==> src/rtl/microcode_sequencer_stk.sv <==
// Microcode sequencer: computes the registered control-ROM address each cycle from
// the sequencing fields, flags and requests, with a LIFO micro-subroutine stack.
module microcode_sequencer_stk #(
    parameter int UADDR_W     = 14,
    parameter int OFFSET_W    = 7,
    parameter int IR_W        = 8,
    parameter int DATA_W      = 8,
    parameter int EXT_COND    = 8,
    parameter int STACK_DEPTH = 4,
    parameter int RESET_ADDR  = 0,
    parameter int FETCH_ADDR  = 'h10,
    parameter int TRAP_ADDR   = 'h20,
    localparam int LVL_W      = $clog2(STACK_DEPTH + 1)
) (
    input  logic                   clk,
    input  logic                   arst_n,
    input  logic [2:0]             ctrl_typ,
    input  logic [OFFSET_W-1:0]    ctrl_offset,
    input  logic [3:0]             ctrl_cond_sel,
    input  logic                   ctrl_cond_invert,
    input  logic                   ctrl_cond_flag_src,
    input  logic [1:0]             ctrl_u_zf_in_src,
    input  logic [1:0]             ctrl_u_cf_in_src,
    input  logic                   ctrl_u_sf_in_src,
    input  logic                   ctrl_u_of_in_src,
    input  logic [IR_W-1:0]        ir,
    input  logic [3:0]             alu_flags,
    input  logic                   alu_final_cf,
    input  logic                   alu_of,
    input  logic [DATA_W-1:0]      alu_out,
    input  logic [DATA_W-1:0]      z_bus,
    input  logic [EXT_COND-1:0]    ext_cond,
    input  logic                   dma_req,
    input  logic                   int_pending,
    input  logic                   stall,
    input  logic                   err_clr,
    output logic [UADDR_W-1:0]     u_address,
    output logic [3:0]             u_flags,
    output logic [LVL_W-1:0]       ustack_level,
    output logic                   ustack_ovf,
    output logic                   ustack_unf
);

    localparam int PTR_W = (STACK_DEPTH > 1) ? $clog2(STACK_DEPTH) : 1;

    typedef enum logic [2:0] {
        T_JMP    = 3'd0,
        T_BR     = 3'd1,
        T_FETCH  = 3'd2,
        T_DECODE = 3'd3,
        T_CALL   = 3'd4,
        T_RET    = 3'd5,
        T_NEXT   = 3'd6,
        T_CCALL  = 3'd7
    } seq_typ_e;

    // Flag vectors are {of,sf,cf,zf}.
    function automatic logic sel_cond(input logic [3:0]          sel,
                                      input logic [3:0]          f,
                                      input logic                dma,
                                      input logic [EXT_COND-1:0] ext);
        logic r;
        r = 1'b0;
        case (sel)
            4'd0: r = f[0];
            4'd1: r = f[1];
            4'd2: r = f[2];
            4'd3: r = f[3];
            4'd4: r = f[2] ^ f[3];
            4'd5: r = (f[2] ^ f[3]) | f[0];
            4'd6: r = f[1] | f[0];
            4'd7: r = dma;
            default: begin
                for (int i = 0; i < EXT_COND; i++) begin
                    if (int'(sel) == i + 8) r = ext[i];
                end
            end
        endcase
        return r;
    endfunction

    function automatic logic [3:0] next_flags(input logic [3:0]        uf,
                                              input logic [1:0]        zf_src,
                                              input logic [1:0]        cf_src,
                                              input logic              sf_src,
                                              input logic              of_src,
                                              input logic [3:0]        af,
                                              input logic              fcf,
                                              input logic              aof,
                                              input logic [DATA_W-1:0] aout,
                                              input logic [DATA_W-1:0] zb);
        logic [3:0] r;
        r = uf;
        case (zf_src)
            2'd1:    r[0] = af[0];
            2'd2:    r[0] = af[0] & uf[0];
            default: r[0] = uf[0];
        endcase
        case (cf_src)
            2'd1:    r[1] = fcf;
            2'd2:    r[1] = aout[0];
            2'd3:    r[1] = aout[DATA_W-1];
            default: r[1] = uf[1];
        endcase
        if (sf_src) r[2] = zb[DATA_W-1];
        if (of_src) r[3] = aof;
        return r;
    endfunction

    logic [UADDR_W-1:0]        stack_mem [STACK_DEPTH];
    logic signed [UADDR_W-1:0] off_sext;
    logic [UADDR_W-1:0]        addr_tgt;
    logic [UADDR_W-1:0]        addr_inc;
    logic [UADDR_W-1:0]        addr_nxt;
    logic [3:0]                flag_mux;
    logic [3:0]                flags_nxt;
    logic                      cond;
    logic                      stk_full;
    logic                      stk_empty;
    logic                      do_push;
    logic                      do_pop;
    logic                      set_ovf;
    logic                      set_unf;
    logic [PTR_W-1:0]          push_ptr;
    logic [PTR_W-1:0]          pop_ptr;
    logic                      unused_bits;

    assign unused_bits = ^{alu_out, z_bus};

    assign off_sext  = {{(UADDR_W - OFFSET_W){ctrl_offset[OFFSET_W-1]}}, ctrl_offset};
    assign addr_tgt  = u_address + $unsigned(off_sext);
    assign addr_inc  = u_address + UADDR_W'(1);
    assign flag_mux  = ctrl_cond_flag_src ? u_flags : alu_flags;
    assign cond      = sel_cond(ctrl_cond_sel, flag_mux, dma_req, ext_cond) ^ ctrl_cond_invert;
    assign stk_full  = (ustack_level == LVL_W'(STACK_DEPTH));
    assign stk_empty = (ustack_level == '0);
    assign push_ptr  = PTR_W'(ustack_level);
    assign pop_ptr   = PTR_W'(ustack_level - LVL_W'(1));
    assign flags_nxt = next_flags(u_flags, ctrl_u_zf_in_src, ctrl_u_cf_in_src,
                                  ctrl_u_sf_in_src, ctrl_u_of_in_src, alu_flags,
                                  alu_final_cf, alu_of, alu_out, z_bus);

    // Next-address decode; a CALL on a full stack still jumps but drops the push.
    always_comb begin
        addr_nxt = addr_inc;
        do_push  = 1'b0;
        do_pop   = 1'b0;
        set_ovf  = 1'b0;
        set_unf  = 1'b0;
        case (seq_typ_e'(ctrl_typ))
            T_JMP:    addr_nxt = addr_tgt;
            T_BR:     addr_nxt = cond ? addr_tgt : addr_inc;
            T_FETCH:  addr_nxt = (dma_req | int_pending) ? UADDR_W'(TRAP_ADDR)
                                                         : UADDR_W'(FETCH_ADDR);
            T_DECODE: addr_nxt = UADDR_W'(ir);
            T_CALL, T_CCALL: begin
                if (ctrl_typ == T_CALL || cond) begin
                    addr_nxt = addr_tgt;
                    do_push  = ~stk_full;
                    set_ovf  = stk_full;
                end
            end
            T_RET: begin
                if (stk_empty) begin
                    addr_nxt = UADDR_W'(FETCH_ADDR);
                    set_unf  = 1'b1;
                end else begin
                    addr_nxt = stack_mem[pop_ptr];
                    do_pop   = 1'b1;
                end
            end
            default:  addr_nxt = addr_inc;
        endcase
    end

    // Control state: address, flags, level and sticky errors.
    always_ff @(posedge clk or negedge arst_n) begin
        if (!arst_n) begin
            u_address    <= UADDR_W'(RESET_ADDR);
            u_flags      <= '0;
            ustack_level <= '0;
            ustack_ovf   <= 1'b0;
            ustack_unf   <= 1'b0;
        end else if (!stall) begin
            u_address <= addr_nxt;
            u_flags   <= flags_nxt;
            if (do_push)
                ustack_level <= ustack_level + LVL_W'(1);
            else if (do_pop)
                ustack_level <= ustack_level - LVL_W'(1);
            ustack_ovf <= set_ovf | (ustack_ovf & ~err_clr);
            ustack_unf <= set_unf | (ustack_unf & ~err_clr);
        end
    end

    // Stack storage carries data only, so it is not reset.
    always_ff @(posedge clk) begin
        if (!stall && do_push)
            stack_mem[push_ptr] <= addr_inc;
    end

endmodule
==> config.mk <==
export PLATFORM = sky130hd
export DESIGN_NAME = microcode_sequencer_stk
export DESIGN_NICKNAME = d
export VERILOG_FILES = /design/src/rtl/microcode_sequencer_stk.sv
export SDC_FILE = /design/constraint.sdc
export NUM_CORES = 1
export LEC_CHECK = 0
export CAP_MARGIN = 25
export CORE_UTILIZATION = 43
export DETAILED_ROUTE_END_ITERATION = 7
export PLACE_DENSITY = 0.73
export RECOVER_POWER = 50
export SLEW_MARGIN = 10
export SYNTH_ARGS = -nofsm -noshare
export SYNTH_HDL_FRONTEND = slang
export SYNTH_SLANG_ARGS = --single-unit
==> constraint.sdc <==
create_clock -name clk -period 2.98 [get_ports clk]
set_input_delay 0.298 -clock clk [delete_from_list [all_inputs] [get_ports clk]]
set_output_delay 0.298 -clock clk [all_outputs]
set_load 0.005 [all_outputs]
==> impl_results.md <==
- Status: finished clean
- Die height: roughly 110 um
- Clk buf depth: 2
- Setup violations, final: 0
- CP Cell Sequence: clkdlybuf4s50_1, mux2i_1, mux2i_1, o211ai_1, a22o_1, buf_4, o2111ai_1, nand2_1, a221oi_1, a2bb2oi_1
- Start point of the worst min-delay path: ustack_ovf
- Main synth FF type: edfxtp_1
- Worst R2R End: u_address[10]
- Slew margin rel.: 0.05998
- Worst R2R Path Depth: 8
- Pleak: 2.270 nW
- Synthesized flop and latch total: 79
- Largest net degree at the start of global routing: 28
- First-pass GRT wire length: a little under 20 mm
- Sequential fraction of the synthesis area: 0.4793
- Warning count from the yosys run: 0
- Pre-antenna DRT Iters: 6
- Max Clock Freq: 0.3596 GHz
- CP startpoint kind: input pin
- Post-route ant nets: 0
- Worst reg2reg startpoint: u_address[1]
- Core outline area: between 0.01 and 0.015 mm2
- Actual slew at the worst max-slew pin: 1.410 ns
- Syn Std Cell Area: around 0.0047 mm2
- Fill cells: between 800 and 900
- RSZ-0062 raised after global routing: false
- GPL Wtd Cong: 0.8768
- VDD IR-drop max: 457.3 uV
- Area Growth Syn to Fin: 27.47%
- CTS Buf Count: 9
- Final clock skew: around 0.013 ns
- Clock sinks: 79
- Antenna diodes: 0
- Worst Hold Path EP: ustack_ovf
- R2r setup slk: between 0.3 and 0.4 ns
- Vias after detailed routing: 3861
- DP Area: 0.005822 mm2
- Final setup TNS: 0 ns
- Power density over the cells: 684.4 mW/mm2
- CTS tree: done
- Worst setup margin: 0.1988 ns
- Post-synth ARST share: 0.2911
- Yosys cell types: 64
- Cell mode on critical path: mux2i_1
- Share of the synthesized area in the top cell type: 0.3571
- CP Capture Type: flop
- Most common cell after layout, fill and taps aside: edfxtp_1
- Vias in the first global route: 3725
- Reg clk slew, reported paths: 0.09 ns
- Post-synth EDFFs: 56
- Critical path fanouts, max: 8
- Post-CTS setup buffer count: 0
- Resized Gates After CTS: 0
- Slowest-stage cell, CP: clkdlybuf4s50_1
- Final core utilization: 0.5738
- DP Worst Slack: -0.1544 ns
- Root Driver: clkbuf_8
- Core Rows: 37
- Final nets: 603
- Clock Latency Late Sink: 0.36 ns
- Synth Area per Inst: 11.27 um2
- Antenna violations before repair: 0
- CP max stage delay: approximately 0.66 ns
- IO Port Bufs: 75
- Most frequent cells in the layout: 56 x edfxtp_1, 51 x clkdlybuf4s50_1, 44 x nor2_1, 29 x nand2_1, 25 x a21oi_1
- Hold Path Stages: 2
- Post-Synthesis Cells: 418
- Post-synth top area cell: edfxtp_1
- Placed insts: about 640
- CP required: 3.21 ns
- WL/cell: 18.22 um
- Area contributors post-synth: edfxtp_1 36%, dfrtp_1 12%, mux4_2 7.7%
- Max-cap violations: 0
- Crit path DAT: 3.01 ns
- Top Ports: 89
- Initial DRC count: 262
- Ratio of cells with drive above 1 in the final layout: 0.1267
- Hold WC Path Type: reg -> reg
- Die area: 0.01138 mm2
- Max Transition Viols Final: 0
- Final hold viol count: 0
- Hold-fix buffers, CTS: 0
- Drt drc: 0
- Number of vias per cell: 5.877
- Routed Wire Length: 11.97 mm
- Worst Setup Path Type: in -> reg
- Min Clock Period, post-route: 2.781 ns
- Max H-tree Level: 3
- Initial Utilization: 0.4501
- Finished layout cell area: between 0.006 and 0.007 mm2
- Syn nets: 505
- Total grt overflow: 0
- Die Width: 106.7 um
- Total GRT Usage: 0.2219
- Period utilization: 0.9333
- Finished Layout Cells: between 600 and 700
- DP HPWL: 8.806 mm
## how the worst max path moves through the flow
stage                            start         endpoint  slack [ns]  cells past startpoint
global route          ctrl_cond_sel[0]  stack_mem[2][0]        0.03                     10
finish              ctrl_cond_flag_src    u_address[11]        0.20                     10
detailed placement  ctrl_cond_flag_src     u_address[9]       -0.15                     10
global placement      ctrl_cond_sel[0]  stack_mem[1][9]       -0.13                     10
CTS                   ctrl_cond_sel[0]  stack_mem[2][0]        0.20                     10
floorplan              ustack_level[0]     u_address[1]        0.12                     10
## routing by layer
| metal | global-route usage | wire length, um | share of wire | vias up |
|---|---|---|---|---|
| li1 | - | - | - | 1817 |
| met1 | 0.3007 | 5152 | 0.43 | 1875 |
| met2 | 0.3645 | 5773 | 0.48 | 153 |
| met3 | 0.04924 | 883 | 0.074 | 16 |
| met4 | 0.04990 | 160 | 0.013 | 0 |
| met5 | 0 | 0 | 0 | - |
## registers in the layout (all words and copies together), names as in the netlist
register      flops
u_flags           4
ustack_ovf        1
u_address        14
ustack_unf        1
ustack_level      3
stack_mem        56
## through the flow
| step | hold slack, ns | total power (W) |
|---|---|---|
| final | 0.4888 | 0.004109 |
| after global routing | 0.5349 | 0.004370 |
| after CTS | 0.2915 | 0.004172 |
| after detailed placement | 0.4811 | 0.003383 |
| after global placement | 0.4738 | 0.003333 |
| after floorplan | 0.002409 | 0.002702 |
## layout make-up
| class | count | area [um2] | share of cell area |
|---|---|---|---|
| Multi-Input combinational cell | 308 | 2327 | 0.3877 |
| Timing Repair Buffer | 103 | 1001 | 0.1667 |
| Tap cell | 136 | 170.2 | 0.02835 |
| Clock buffer | 9 | 123.9 | 0.02063 |
| Inverter | 15 | 56.30 | 0.009379 |
| Clock inverter | 7 | 67.56 | 0.01125 |
| Sequential cell | 79 | 2257 | 0.3760 |
## logic make-up (layout without fill, tap and decap cells)
logic type | count (synthesis) | in the layout | share of synthesized area
compound gates | 111 | 111 | 0.1700
xor+xnor | 25 | 25 | 0.04649
fa+ha+maj | 21 | 21 | 0.05739
buf+inv | 31 | 134 | 0.02763
flops | 79 | 79 | 0.4793
mux | 24 | 24 | 0.09378
simple gates | 127 | 127 | 0.1254
## critical path, delay by kind of cell
kind | cells | cell delay [ns]
buf+inv | 2 | 0.80
mux | 2 | 0.32
compound gates | 5 | 1.30
simple gates | 1 | 0.28
## Yosys cell counts, types with 2 or more instances
library cell  instances
or3_1                 2
edfxtp_1             56
a211o_1               2
a222oi_1              2
and3_1                7
nor3_1               11
o31ai_1               5
o22ai_1               2
mux4_2               16
nor2_1               44
clkbuf_1             11
a211oi_1              4
xor2_1                8
nand2b_1              3
a2bb2oi_1             2
a21o_1                5
xnor2_1              17
a21oi_1              25
nand4_1               3
a22oi_1               3
a31o_2                3
ha_1                 20
mux2i_1               7
o211ai_1              5
nor3b_1               2
inv_1                14
dfrtp_1              23
a21boi_0              2
nand3_1              14
and2_1                4
o21a_1                3
a31oi_1               7
a221o_1               3
o2111ai_1             2
nand2_1              29
nor4_1                2
buf_2                 2
nor2b_1               2
o21ai_0              14
a221oi_1              8
## report_power, final
| group | switching (W) | internal (W) | total [W] |
|---|---|---|---|
| Combinational | 0.000914 | 0.000854 | 0.00177 |
| Clock | 0.000454 | 0.000329 | 0.000783 |
| Sequential | 0.000167 | 0.00139 | 0.00156 |
| Total | 0.00153 | 0.00257 | 0.00411 |
No activity file was read; power rests on OpenSTA's default activity.
